### src/rtl/tlul_adapter_reg_mo_if.sv
// TL-UL port bundle for tlul_adapter_reg_mo: packed A-channel/d_ready request word
// and packed D-channel/a_ready response word.
interface tlul_adapter_reg_mo_if;
  logic [101:0] tl_i;
  logic [67:0]  tl_o;

  modport master (output tl_i, input tl_o);
  modport slave  (input tl_i, output tl_o);
endinterface

### src/rtl/tlul_adapter_reg_mo.sv
// TL-UL to register-interface adapter with a response FIFO that lets several requests be in flight.
// Optional build macro TLUL_ADAPTER_REG_BUSY_EN adds busy_i back-pressure from the register block.
module tlul_adapter_reg_mo #(
  parameter int RegAw       = 8,
  parameter int RegDw       = 32,
  parameter int Outstanding = 2,
  parameter int RdLatency   = 0
) (
  input  logic                 clk_i,
  input  logic                 rst_ni,
  tlul_adapter_reg_mo_if.slave tl,
  output logic                 re_o,
  output logic                 we_o,
  output logic [RegAw-1:0]     addr_o,
  output logic [RegDw-1:0]     wdata_o,
  output logic [RegDw/8-1:0]   be_o,
  input  logic [RegDw-1:0]     rdata_i,
  input  logic                 error_i
`ifdef TLUL_ADAPTER_REG_BUSY_EN
  ,
  input  logic                 busy_i
`endif
);

  localparam int PtrW = (Outstanding > 1) ? $clog2(Outstanding) : 1;
  localparam int CntW = $clog2(Outstanding + 1);

  typedef struct packed {
    logic [2:0]  opcode;
    logic [1:0]  size;
    logic [7:0]  source;
    logic [31:0] data;
    logic        error;
  } rsp_t;

  // Malformed-request check: unsupported opcode/size, partial PutFull, unaligned write, user[8].
  function automatic logic req_err(input logic [2:0] op, input logic [1:0] size,
                                   input logic [3:0] mask, input logic [1:0] addr_lo,
                                   input logic user8);
    logic op_ok;
    logic is_wr;
    op_ok = (op == 3'd4) || (op == 3'd0) || (op == 3'd1);
    is_wr = (op == 3'd0) || (op == 3'd1);
    return !op_ok || (size > 2'd2) || ((op == 3'd0) && (mask != 4'hF)) ||
           (is_wr && (addr_lo != 2'b00)) || user8;
  endfunction

  function automatic logic [PtrW-1:0] ptr_inc(input logic [PtrW-1:0] p);
    if (p == PtrW'(Outstanding - 1)) begin
      return '0;
    end else begin
      return p + PtrW'(1);
    end
  endfunction

  logic        a_valid, d_ready;
  logic [2:0]  a_opcode;
  logic [1:0]  a_size;
  logic [7:0]  a_source;
  logic [31:0] a_address, a_data;
  logic [3:0]  a_mask;
  logic [15:0] a_user;

  assign a_valid   = tl.tl_i[101];
  assign a_opcode  = tl.tl_i[100:98];
  assign a_size    = tl.tl_i[94:93];
  assign a_source  = tl.tl_i[92:85];
  assign a_address = tl.tl_i[84:53];
  assign a_mask    = tl.tl_i[52:49];
  assign a_data    = tl.tl_i[48:17];
  assign a_user    = tl.tl_i[16:1];
  assign d_ready   = tl.tl_i[0];

  logic unused_tl_s;
  assign unused_tl_s = ^{tl.tl_i[97:95], a_address[31:RegAw], a_user[15:9], a_user[7:0]};

  rsp_t            mem_q [Outstanding];
  logic [PtrW-1:0] wr_ptr_q, rd_ptr_q;
  logic [CntW-1:0] count_q;
  logic            pend_q;
  logic [1:0]      pend_size_q;
  logic [7:0]      pend_source_q;

  logic [CntW:0] occ;
  logic          a_ready, a_ack, is_get, is_wr, err_int;
  logic          new_pend, new_push, d_valid, pop;
  logic [1:0]    n_push;
  rsp_t          new_entry, pend_entry, entry0, entry1, head;

  assign occ = {1'b0, count_q} + (CntW + 1)'(pend_q);
`ifdef TLUL_ADAPTER_REG_BUSY_EN
  assign a_ready = (occ < (CntW + 1)'(Outstanding)) && !busy_i;
`else
  assign a_ready = (occ < (CntW + 1)'(Outstanding));
`endif

  assign is_get  = (a_opcode == 3'd4);
  assign is_wr   = (a_opcode == 3'd0) || (a_opcode == 3'd1);
  assign err_int = req_err(a_opcode, a_size, a_mask, a_address[1:0], a_user[8]);
  assign a_ack   = a_valid && a_ready;

  assign re_o    = a_ack && is_get && !err_int;
  assign we_o    = a_ack && is_wr && !err_int;
  assign addr_o  = {a_address[RegAw-1:2], 2'b00};
  assign wdata_o = a_data[RegDw-1:0];
  assign be_o    = a_mask[RegDw/8-1:0];

  // A good read with registered read data waits one cycle in the pend slot.
  assign new_pend = (RdLatency == 1) && re_o;
  assign new_push = a_ack && !new_pend;

  // Response entry for a request completing in its own acceptance cycle.
  always_comb begin
    new_entry        = '0;
    new_entry.opcode = is_get ? 3'd1 : 3'd0;
    new_entry.size   = a_size;
    new_entry.source = a_source;
    new_entry.error  = err_int || error_i;
    if (is_wr) begin
      new_entry.data = 32'h0000_0000;
    end else if (err_int) begin
      new_entry.data = 32'hFFFF_FFFF;
    end else begin
      new_entry.data = rdata_i;
    end
  end

  // Deferred read entry built from the held meta and this cycle's read data.
  always_comb begin
    pend_entry        = '0;
    pend_entry.opcode = 3'd1;
    pend_entry.size   = pend_size_q;
    pend_entry.source = pend_source_q;
    pend_entry.data   = rdata_i;
    pend_entry.error  = error_i;
  end

  // The pend entry is older than any new request, so it takes the first write slot.
  always_comb begin
    entry0 = '0;
    entry1 = '0;
    n_push = 2'd0;
    if (pend_q) begin
      entry0 = pend_entry;
      entry1 = new_entry;
      n_push = new_push ? 2'd2 : 2'd1;
    end else begin
      entry0 = new_entry;
      n_push = new_push ? 2'd1 : 2'd0;
    end
  end

  assign d_valid = (count_q != '0);
  assign pop     = d_valid && d_ready;
  assign head    = d_valid ? mem_q[rd_ptr_q] : '0;

  assign tl.tl_o = {d_valid, head.opcode, 3'b000, head.size, head.source, 1'b0,
                    head.data, 16'h0000, head.error, a_ready};

  // Response FIFO storage and pointers.
  always_ff @(posedge clk_i or negedge rst_ni) begin
    if (!rst_ni) begin
      for (int i = 0; i < Outstanding; i++) begin
        mem_q[i] <= '0;
      end
      wr_ptr_q <= '0;
      rd_ptr_q <= '0;
      count_q  <= '0;
    end else begin
      case (n_push)
        2'd1: begin
          mem_q[wr_ptr_q] <= entry0;
          wr_ptr_q        <= ptr_inc(wr_ptr_q);
        end
        2'd2: begin
          mem_q[wr_ptr_q]          <= entry0;
          mem_q[ptr_inc(wr_ptr_q)] <= entry1;
          wr_ptr_q                 <= ptr_inc(ptr_inc(wr_ptr_q));
        end
        default: wr_ptr_q <= wr_ptr_q;
      endcase
      if (pop) begin
        rd_ptr_q <= ptr_inc(rd_ptr_q);
      end
      count_q <= count_q + CntW'(n_push) - CntW'(pop);
    end
  end

  // Pending registered-read slot.
  always_ff @(posedge clk_i or negedge rst_ni) begin
    if (!rst_ni) begin
      pend_q        <= 1'b0;
      pend_size_q   <= 2'b00;
      pend_source_q <= 8'h00;
    end else begin
      pend_q <= new_pend;
      if (new_pend) begin
        pend_size_q   <= a_size;
        pend_source_q <= a_source;
      end
    end
  end

endmodule
### src/flat_wrapper.sv
// flat-port wrapper written by rule: the top's interface ports become plain ports
module tlul_adapter_reg_mo_flat 
#(
  parameter int RegAw       = 8,
  parameter int RegDw       = 32,
  parameter int Outstanding = 2,
  parameter int RdLatency   = 0
)
  (clk_i, rst_ni, re_o, we_o, addr_o, wdata_o, be_o, rdata_i, error_i, tl_tl_i, tl_tl_o);
  tlul_adapter_reg_mo_if tl_i ();
  input  logic clk_i;
  input  logic rst_ni;
  output logic re_o;
  output logic we_o;
  output logic [RegAw-1:0] addr_o;
  output logic [RegDw-1:0] wdata_o;
  output logic [RegDw/8-1:0] be_o;
  input  logic [RegDw-1:0] rdata_i;
  input  logic error_i;
  input wire logic [$bits(tl_i.tl_i)-1:0] tl_tl_i;
  output wire logic [$bits(tl_i.tl_o)-1:0] tl_tl_o;
  assign tl_i.tl_i = tl_tl_i;
  assign tl_tl_o = tl_i.tl_o;
  tlul_adapter_reg_mo #(.RegAw(RegAw), .RegDw(RegDw), .Outstanding(Outstanding), .RdLatency(RdLatency)) u_core (.clk_i(clk_i), .rst_ni(rst_ni), .tl(tl_i), .re_o(re_o), .we_o(we_o), .addr_o(addr_o), .wdata_o(wdata_o), .be_o(be_o), .rdata_i(rdata_i), .error_i(error_i));
endmodule
### config.mk
export PLATFORM = sky130hd
export DESIGN_NAME = tlul_adapter_reg_mo_flat
export DESIGN_NICKNAME = d
export VERILOG_FILES = /design/src/rtl/tlul_adapter_reg_mo_if.sv /design/src/rtl/tlul_adapter_reg_mo.sv /design/src/flat_wrapper.sv
export SDC_FILE = /design/constraint.sdc
export NUM_CORES = 1
export LEC_CHECK = 0
export CORE_UTILIZATION = 31
export CTS_CLUSTER_DIAMETER = 50
export DETAILED_ROUTE_END_ITERATION = 8
export HOLD_SLACK_MARGIN = 0.1
export PLACE_DENSITY = 0.73
export SYNTH_ARGS = -nofsm -noshare
export SYNTH_HDL_FRONTEND = slang
export SYNTH_SLANG_ARGS = --single-unit
### constraint.sdc
create_clock -name clk_i -period 3.5 [get_ports clk_i]
set_clock_uncertainty 0.05 [all_clocks]
set_input_delay 0.525 -clock clk_i [delete_from_list [all_inputs] [get_ports clk_i]]
set_output_delay 0.525 -clock clk_i [all_outputs]
set_load 0.005 [all_outputs]
==> summary.md <==
| Metric | Value |
|---|---|
| Synth warnings | `0` |
| CP required | `2.92 ns` |
| Syn-to-layout area delta | `22.2%` |
| GP Congestion | `0.709` |
| Critical path's most frequent cell | `clkdlybuf4s50_1` |
| Normalized max-slew margin | `52.9%` |
| Wirelength per Cell | `14.5 µm` |
| CTS tree | `built` |
| GRT Total Usage | `14.8%` |
| Initial Util | `32.0%` |
| CP Launch Type | `primary input` |
| Postcts setup bufs | `0` |
| Final setup viols | `0` |
| Final Hold Viols | `0` |
| DRC | `0` |
| Rows | `45` |
| Critical Path AT | `2.44 ns` |
| CTS Buf Count | `9` |
| Chip Height | `128 µm` |
| Clk_lat worst skew | `0.34 ns` |
| Number of synthesized flops with an enable pin | `0` |
| Pre-CTS setup slack | `0.470 ns` |
| Hold_buf cts | `0` |
| Ranking of synthesized cells by area | `dfrtp_1 47%, buf_4 11%, mux2i_1 9.0%, nand2_1 7.7%, o21ai_0 3.8%` |
| Fill count | `1599` |
| CP max stage cell | `clkdlybuf4s50_1` |
| RSZ-0062 raised after global routing | `no` |
| Critical path cell sequence | `clkdlybuf4s50_1, or2_4, or4_4, nor4_4, clkdlybuf4s50_1` |
| Crit path max fanout | `4` |
| Port bufs | `108` |
| Max VDD drop | `0.463 mV` |
| Power per cell area | `883 nW/µm²` |
| Share of Yosys cell area claimed by the top area cell type | `47.0%` |
| Mapped Area | `4900 µm²` |
| Ys flop type | `dfrtp_1` |
| Total of max-cap violations | `0` |
| Leakage | `2.75 nW` |
| Period minus WS final | `3.02 ns` |
| Vias in the first global route | `3555` |
| Fin. max-slew vios | `0` |
| Status | `completed` |
| IO Count | `251` |
| Fin worst setup slack | `0.481 ns` |
| Post-DRT Antenna Nets | `0` |
| Mux contribution to synthesized area | `11.3%` |
| Fin crit share | `86.3%` |
| Remaining global-route overflow | `0` |
| Initial antenna violation count | `0` |
| Synth Area per Inst | `9.33 µm²` |
| Compound-Gate Fraction of Synth Area | `7.56%` |
| Delay of the slowest critical-path stage | `0.53 ns` |
| Commonest non-fill, non-tap cell in the layout | `clkdlybuf4s50_1` |
| Core footprint | `15300 µm²` |
| Mapped Cells | `525` |
| Slew @ Worst Pin | `0.707 ns` |
| Largest net degree at the start of global routing | `51` |
| Post-synthesis xor/xnor area fraction | `0.536%` |
| Detailed Routing Iterations Pass 1 | `4` |
| Clock Tree Buf Depth | `2` |
| Iteration-0 DRC Markers | `150` |
| Unique masters post-synth | `35` |
| Vias/cell | `4.50` |
| CTS clk-pin slew, worst paths | `0.07 ns` |
| Largest family of logic cells by synthesized area | `simple AND/OR/NAND/NOR gates` |
| Register bit total from synthesis | `92` |
| CP Class | `in2out` |
| CTS root buffer | `clkbuf_16` |
| Ys async rst share | `100%` |
| Worst hold-check path type | `in2async` |
| H-Tree Depth | `3` |
| Adder-cell share of the synthesized area | `0.511%` |
| CTS resizes | `0` |
| Die width | `128 µm` |
| Synth Area in Simple Gates | `17.5%` |
| Clock net sink count | `92` |
| Total Routed Length | `11.5 mm` |
| Via count | `3559` |
| Synth area leader | `dfrtp_1` |
| First-pass GRT wire length | `18.7 mm` |
| NumNets Final | `714` |
| Layout cells sized above 1 | `8.79%` |
| Hold WS | `0.126 ns` |
| Register area share after synthesis | `47.0%` |
| Antenna diodes | `0` |
| FMAX | `331 MHz` |
| Dpl hpwl | `7.76 mm` |
| CP Capture Type | `primary output` |
| Most frequent cells in the layout | `107 x clkdlybuf4s50_1, 100 x nand2_1, 91 x dfrtp_1` |
| Die area | `16300 µm²` |
| TNS Setup | `0 ns` |
## flip-flops by register name, summed over array words and instances (netlist names)
name             cells
u_core.mem_q        88
u_core.count_q       2
u_core.rd_ptr_q      1
u_core.wr_ptr_q      1
## stage by stage
step | util [%] | area (µm²) | power [mW] | instances
after floorplan | - | 4990 | 3.30 | 548
after global placement | 37.3 | 5710 | 4.39 | 775
after detailed placement | 37.3 | 5710 | 4.45 | 775
after CTS | 39.1 | 5990 | 5.38 | 791
after global routing | 39.1 | 5990 | 5.73 | 791
final | 39.1 | 5990 | 5.29 | 791
## cells by family (layout without fill, tap and decap cells)
| group | Yosys count | in the layout |
|---|---|---|
| AOI/OAI and AO/OA | 71 | 71 |
| DFF | 92 | 92 |
| and+or+nand+nor | 194 | 194 |
| buffers and inverters | 108 | 140 |
| xor gates and xnor gates | 3 | 3 |
| muxes | 54 | 54 |
| other | 1 | 24 |
| adders and majority gates | 2 | 2 |
## power by group
group | leakage (nW) | switching (mW) | internal [mW]
logic | 1.51 | 1.08 | 1.37
clock network | 0.135 | 0.406 | 0.499
registers | 1.11 | 0.336 | 1.59
total | 2.75 | 1.82 | 3.47
## area by class of cell
class	instances	area, µm²	share of cell area (%)
flip-flops and latches	92	2300	38.5
inverters	5	18.8	0.313
clock inverters	6	38.8	0.648
repair buffers	119	1200	20.0
multi-input cells	348	1930	32.2
clock buffers	10	239	3.99
well taps	211	264	4.41
## worst max-delay path, delay by kind of cell
| family | cells | cell delay (ns) |
|---|---|---|
| and+or+nand+nor | 3 | 0.92 |
| buffers and inverters | 2 | 0.99 |
## final timing paths
kind	startpoint	cells past startpoint	slack (ns)	endpoint
min in group clk_i	u_core.mem_q[85]$_DFFE_PN0P_	2	0.43	u_core.mem_q[85]$_DFFE_PN0P_
max in group asynchronous	rst_ni	2	2.60	u_core.mem_q[14]$_DFFE_PN0P_
setup reg to reg	u_core.count_q[1]$_DFF_PN0_	8	1.26	u_core.count_q[1]$_DFF_PN0_
setup / recovery	tl_tl_i[100]	5	0.48	we_o
hold / removal	rst_ni	1	0.13	u_core.mem_q[49]$_DFFE_PN0P_
hold reg to reg	u_core.mem_q[85]$_DFFE_PN0P_	2	0.43	u_core.mem_q[85]$_DFFE_PN0P_
## synth_stat cells, types with 2 or more instances
cell      count
nand2_1     100
mux2i_1      44
nor3_2        2
nor4_1        3
o21ai_1      28
nor3_1       30
nor2_1       47
xnor2_1       2
inv_1         5
dfrtp_1      92
mux2_2       10
buf_2         7
buf_6        12
o21ai_0      37
a21oi_1       2
ha_1          2
clkbuf_1     15
and2_1        2
buf_4        69
## per-layer routing
layer  vias up  GRT usage, %  share of wire (%)
li1       1738             -                  -
met1      1696          19.0                 45
met5         -             0                  0
met3        17          3.09                4.6
met2       108          25.0                 49
met4         0          4.84                1.5
Power figures use the tool's default switching activity.
